==> src/rtl/cardinal_nic.sv <==
// cardinal_nic: per-node NIC with a 1-entry output channel and a 1-entry input channel between the processor register port and the ring-router local port.
// Defining NIC_ERR_STICKY_EN adds sticky overrun/drop error bits to the status words.
module cardinal_nic #(
    parameter int DATA_WIDTH = 64,
    parameter int VC_BIT     = 0
) (
    input  logic                  CLK,
    input  logic                  RESET,
    input  logic [1:0]            addr,
    input  logic [0:DATA_WIDTH-1] d_in,
    output logic [0:DATA_WIDTH-1] d_out,
    input  logic                  nicEn,
    input  logic                  nicWrEn,
    input  logic                  net_si,
    output logic                  net_ri,
    input  logic [0:DATA_WIDTH-1] net_di,
    output logic                  net_so,
    input  logic                  net_ro,
    output logic [0:DATA_WIDTH-1] net_do,
    input  logic                  net_polarity
);

    localparam logic [1:0] ADDR_IN_BUF     = 2'b00;
    localparam logic [1:0] ADDR_IN_STATUS  = 2'b01;
    localparam logic [1:0] ADDR_OUT_BUF    = 2'b10;
    localparam logic [1:0] ADDR_OUT_STATUS = 2'b11;

    logic [0:DATA_WIDTH-1] in_buf;
    logic [0:DATA_WIDTH-1] out_buf;
    logic                  in_full;
    logic                  out_full;

    logic                  rd_en;
    logic                  wr_en;
    logic                  capture;
    logic                  in_buf_rd;
    logic                  in_stat_rd;
    logic                  out_stat_rd;
    logic                  out_wr;
    logic                  send;
    logic [0:DATA_WIDTH-1] in_status;
    logic [0:DATA_WIDTH-1] out_status;
    logic [0:DATA_WIDTH-1] rd_data;

    assign rd_en       = nicEn & ~nicWrEn;
    assign wr_en       = nicEn & nicWrEn;
    assign in_buf_rd   = rd_en && (addr == ADDR_IN_BUF);
    assign in_stat_rd  = rd_en && (addr == ADDR_IN_STATUS);
    assign out_stat_rd = rd_en && (addr == ADDR_OUT_STATUS);

    assign net_ri  = ~in_full;
    assign capture = net_si & ~in_full;

    // A write can only land in an empty buffer and a send needs a full one, so a
    // write in the same edge as a send is dropped by construction.
    assign out_wr = wr_en && (addr == ADDR_OUT_BUF) && !out_full;
    assign send   = out_full && net_ro && (net_polarity != out_buf[VC_BIT]);

`ifdef NIC_ERR_STICKY_EN
    logic in_err;
    logic out_err;
    logic overrun;
    logic out_drop;

    assign overrun  = net_si & in_full;
    assign out_drop = wr_en && (addr == ADDR_OUT_BUF) && out_full;

    // A new error in the same edge as the clearing status read is kept.
    always_ff @(posedge CLK) begin
        if (RESET) begin
            in_err  <= 1'b0;
            out_err <= 1'b0;
        end else begin
            if (overrun)
                in_err <= 1'b1;
            else if (in_stat_rd)
                in_err <= 1'b0;

            if (out_drop)
                out_err <= 1'b1;
            else if (out_stat_rd)
                out_err <= 1'b0;
        end
    end

    assign in_status  = {{(DATA_WIDTH-2){1'b0}}, in_err, in_full};
    assign out_status = {{(DATA_WIDTH-2){1'b0}}, out_err, out_full};
`else
    assign in_status  = {{(DATA_WIDTH-1){1'b0}}, in_full};
    assign out_status = {{(DATA_WIDTH-1){1'b0}}, out_full};
`endif

    // NOTE: give every always_comb output a default first so no path infers a latch.
    always_comb begin
        rd_data = '0;
        case (addr)
            ADDR_IN_BUF:     rd_data = in_buf;
            ADDR_IN_STATUS:  rd_data = in_status;
            ADDR_OUT_STATUS: rd_data = out_status;
            default:         rd_data = '0;
        endcase
    end

    // NOTE: registers use non-blocking assignments so every block sees pre-edge values.
    always_ff @(posedge CLK) begin
        if (RESET)
            d_out <= '0;
        else if (rd_en)
            d_out <= rd_data;
    end

    always_ff @(posedge CLK) begin
        if (RESET) begin
            in_buf  <= '0;
            in_full <= 1'b0;
        end else if (capture) begin
            in_buf  <= net_di;
            in_full <= 1'b1;
        end else if (in_buf_rd) begin
            in_full <= 1'b0;
        end
    end

    always_ff @(posedge CLK) begin
        if (RESET) begin
            out_buf  <= '0;
            out_full <= 1'b0;
            net_so   <= 1'b0;
            net_do   <= '0;
        end else begin
            net_so <= send;
            if (send) begin
                net_do   <= out_buf;
                out_full <= 1'b0;
            end else if (out_wr) begin
                out_buf  <= d_in;
                out_full <= 1'b1;
            end
        end
    end

endmodule
==> config.mk <==
export PLATFORM = sky130hd
export DESIGN_NAME = cardinal_nic
export DESIGN_NICKNAME = d
export VERILOG_FILES = /design/src/rtl/cardinal_nic.sv
export SDC_FILE = /design/constraint.sdc
export NUM_CORES = 1
export LEC_CHECK = 0
export CORE_UTILIZATION = 30
export CTS_BUF_LIST = sky130_fd_sc_hd__clkbuf_4
export CTS_CLUSTER_SIZE = 10
export DETAILED_ROUTE_END_ITERATION = 8
export GPL_TIMING_DRIVEN = 0
export SLEW_MARGIN = 5
export SYNTH_ARGS = -nofsm -noshare
export SYNTH_HDL_FRONTEND = slang
export SYNTH_SLANG_ARGS = --single-unit
==> constraint.sdc <==
create_clock -name CLK -period 1.5 [get_ports CLK]
set_clock_uncertainty 0.15 [all_clocks]
set_input_delay 0.3 -clock CLK [delete_from_list [all_inputs] [get_ports CLK]]
set_output_delay 0.3 -clock CLK [all_outputs]
set_load 0.01 [all_outputs]
# --- Yosys cells after proc, flatten, opt, wreduce, memory -nomap -nowiden ---
# Index checks and enable logic that the tools add are counted.
word_totals:
  register_bits: 259
  inputBits: 137
  out_inout_bits: 130
  wordCells: 30
classes:
  eq_ne: 4
  mux: 3
  bitwise: 6
  reduce_logical: 10
ops:
  columns: ["cell", "n"]
  rows:
  - ["64-bit case mux with 3 select lines", 1]
  - ["1-bit logical AND", 5]
  - ["2-bit equality test, second input constant", 2]
  - ["1-bit bitwise AND", 3]
  - ["1-bit inverter", 3]
  - ["2-bit by 1-bit equality test with 1-bit output, second input constant", 1]
  - ["2-bit logical NOT", 1]
  - ["1-bit 2-to-1 mux", 2]
  - ["2-bit AND reduction", 1]
  - ["2-bit nonzero test", 1]
  - ["2-bit OR reduction", 1]
  - ["1-bit logical NOT", 1]
  - ["1-bit inequality test", 1]

# --- Depth between registers and ports, before layout ---
logic_depth:
  depth_word: 5
  mapped_depth: 5
  mapped_depth_nobuf: 3

# --- Least setup slack after synthesis ---
# No wires, ideal clock.
synth_path:
  kind: "input to register"
  from: "input RESET"
  to: "register d_out[32] (netlist name)"
  setup_ns: 0.128
  arrival_ns: 1.092
  required_time_ns: 1.222
  setup_slack_ns: 0.131
  path_stages: 5
  path_buffers: 4
  cell_sequence: "clkbuf_2 > buf_2 > buf_2 > clkbuf_1 > nor2_1"
synth_rtl:
  columns: ["item", "line", "source"]
  rows:
  - ["start: declaration", "8", "input logic RESET,"]
  - ["end signal: assignment", "109", "d_out <= rd_data;"]
  - ["end: declaration", "11", "output logic [0:DATA_WIDTH-1] d_out,"]
# No word-level cell between the ends.

# --- Worst setup path in the final report ---
layout_path:
  from: "register in_full"
  to: "output net_ri"
layout_between:
  elab_chain_len: 1
layout_lines:
  columns: ["item", "line", "source"]
  rows:
  - ["start: declaration", "30", "logic in_full;"]
  - ["start signal: assignment", "115", "in_full <= 1'b0;"]
  - ["start signal: assignment", "118", "in_full <= 1'b1;"]
  - ["start signal: assignment", "120", "in_full <= 1'b0;"]
  - ["1-bit inverter", "51", "assign net_ri = ~in_full;"]
  - ["end: declaration", "15", "output logic net_ri,"]
# No other way between the ends.

==> flow_metrics.py <==
metrics = {
    "outcome": {
        "outcome": "complete, but fails checks",
        "violations": "negative setup slack",
    },
    "cells_and_area": {
        "areaGrowthSynthToFinish_pct": 57.6,
        "final_nets": 1517,
        "drive_above_1_share": 0.334,
        "instances_no_fill": 1812,
    },
    "pwr": {
        "power_density_nw_per_um2": 981,
        "leakage_nw": 5.87,
        "ir_drop_mv": 0.519,
        "fin_total_pwr_mw": 14.4,
    },
    "synth": {
        "synth_cells": 930,
        "synth_edf_count": 0,
        "synth_cell_types": 25,
        "synthTopCellsByArea": "dfxtp_1 (56%), nand2b_1 (8.7%), mux2i_1 (7.0%)",
        "async_flop_share": 0,
        "ys_seq_elements": 259,
        "yosysWarnings": 0,
        "synth_area_per_cell_um2": 10.0,
        "synthFlopType": "dfxtp_1",
        "synthDominantCellAreaShare": 0.557,
        "netlist_area_um2": 9310,
        "yosysSeqAreaShare": 0.557,
        "synth_top_area_cell": "dfxtp_1",
        "ys_top_cells_by_count": "dfxtp_1 (259), nand2_1 (131), nand2b_1 (130)",
        "synth.most_common_cell": "dfxtp_1",
        "syn-num-nets": 1067,
    },
    "global_routing": {
        "grt_max_degree": 11,
        "grt-ovfl-total": 0,
        "first_global_vias": 8348,
        "antenna_found_initial": 2,
        "grt_usage": 0.176,
        "grt_first_pass_wirelength_um": 43700,
    },
    "placement": {
        "gp_congestion": 0.778,
        "hpwl_um": 19400,
        "port_buffers": 265,
        "dp_cells": 1591,
    },
    "routing": {
        "drt_pass1_iterations": 6,
        "drc": 0,
        "postRouteAntennaNets": 0,
        "drt-total-wl_um": 28700,
        "first_iter_violations": 270,
        "post_drt_via_cell_ratio": 4.58,
        "wl_per_cell_um": 15.9,
        "dr_total_vias": 8304,
    },
    "clocking": {
        "htree_levels": 3,
        "ctsRootBufferMaster": "clkbuf_4",
        "clk_pin_slew_worst_paths_ps": 60,
        "cts_tree": "done",
        "numCtsBuffers": 74,
        "cts_buffer_depth": 3,
        "worst_skew_pair.late_latency_ps": 660,
        "cts_sinks": 259,
    },
    "critical_path": {
        "cp-start-kind": "register",
        "worstPathArrival_ps": 1130,
        "timing.rr.start": "out_buf[0]$_SDFFE_PP0P_",
        "max_stage_delay_ps": 330,
        "required_ps": 1050,
        "startpoint": "in_full$_SDFFE_PP0P_",
        "worstSetupPathType": "register to output pin",
        "critPathMaxFanout": 2,
        "crit_chain": "inv_2 > buf_6",
        "endpoint_kind": "output pin",
        "crit_slowest_cell": "dfxtp_2",
    },
    "floorplanning": {
        "row_count": 64,
        "initial_utilization": 0.304,
        "die_w_um": 178,
        "ios": 267,
        "die_area_um2": 31700,
        "die_y_um": 178,
        "core_um2": 30600,
    },
    "timing": {
        "max_slew_margin": 0.650,
        "setup_slack_ps": -77.2,
        "max_clock_freq_ghz": 0.634,
        "timing.hold.ws_ps": 84.8,
        "worstMarginPinSlew_ps": 525,
        "finalSetupViolations": 122,
        "drv_slew": 0,
        "hold_violations": 0,
        "min_period_ps": 1580,
        "finalCritPeriodShare": 1.05,
        "setup-tns-final_ps": -3790,
        "rsz0062_at_grt": "true",
    },
    "worst_hold_path": {
        "hold_start": "net_di[29]",
        "min_path_type": "input port to register",
    },
    "flow_run": {
        "cap_violations": 0,
    },
}
worst paths after layout:
kind / cells after the start / slack [ps] / to
worst max-delay path: 2 / -80 / net_ri
worst min-delay path: 3 / 80 / in_buf[29]$_SDFFE_PP0P_
worst min register to register: 1 / 300 / net_do[7]$_SDFFE_PP0P_
worst max register to register: 5 / 30 / net_do[14]$_SDFFE_PP0P_
layout by cell type, fill, tap and decap left out, types with 10 or more instances in the layout:
cell and instances:
clkbuf_4 98, nand2b_1 130, buf_2 19, nand2_1 131
a21oi_1 64, dfxtp_2 130, mux2i_1 65, buf_6 150
a22o_1 64, dfxtp_1 128, a22oi_1 63, clkdlybuf4s50_1 133
dlygate4sd3_1 64, nor2_1 64, buf_4 57, clkbuf_1 18
clkinv_1 10
stage by stage:
stage | utilization | cell area (um^2) | setup WS (ps)
floorplan | - | 9310 | 131
global placement | 0.407 | 12500 | -764
detailed placement | 0.407 | 12500 | -782
CTS | 0.474 | 14500 | -167
global route | 0.479 | 14700 | -176
finish | 0.479 | 14700 | -77.2
sequential cells by signal, indices dropped and copies added, names as in the netlist:
| name | cells |
|---|---|
| d_out | 64 |
| in_buf | 64 |
| in_full | 1 |
| net_do | 64 |
| net_so | 1 |
| out_buf | 64 |
| out_full | 1 |
repair_timing:
action / CTS / global route
gates resized for setup: 805 / 37
hold buffers: 63 / 1
hold endpoints to repair: 63 / 1
setup endpoints to repair: 234 / 282
pin swaps: 0 / 2
setup buffers: 34 / 11
logic make-up after synthesis:
logic type,synth area share
AO/OA/AOI/OAI,0.149
buffers and inverters,0.0515
XOR/XNOR,0.000941
flip-flops,0.557
multiplexers,0.0699
AND/OR/NAND/NOR,0.172
routing by layer:
metal | vias to the layer above | GRT usage | share of wire
li1 | 4094 | - | -
met1 | 3882 | 0.210 | 0.44
met2 | 275 | 0.286 | 0.46
met3 | 51 | 0.0644 | 0.087
met4 | 2 | 0.0698 | 0.021
met5 | - | 0 | 0.00045
final cells by class:
class	instances	area, um^2
Inverter	1	3.75
Clock buffer	96	721
Fill cell	2870	15900
Tap cell	396	495
Buffer	78	554
Sequential cell	259	5350
Clock inverter	15	92.6
Timing Repair Buffer	374	3790
Antenna cell	1	2.50
Multi-Input combinational cell	592	3650
worst max-delay path, delay by kind of cell, from the launching register on:
family   cells  cell delay [ps]
buf+inv      2              150
flops        1              330
power breakdown:
| group | total, mW | internal [mW] | switching, mW | leakage, nW |
|---|---|---|---|---|
| clock network | 5.97 | 3.11 | 2.87 | 0.484 |
| registers | 7.11 | 7.03 | 0.0814 | 2.17 |
| logic | 1.31 | 0.744 | 0.562 | 3.22 |
| total | 14.4 | 10.9 | 3.51 | 5.87 |
Note: power is estimated with default switching activity, not from simulation.
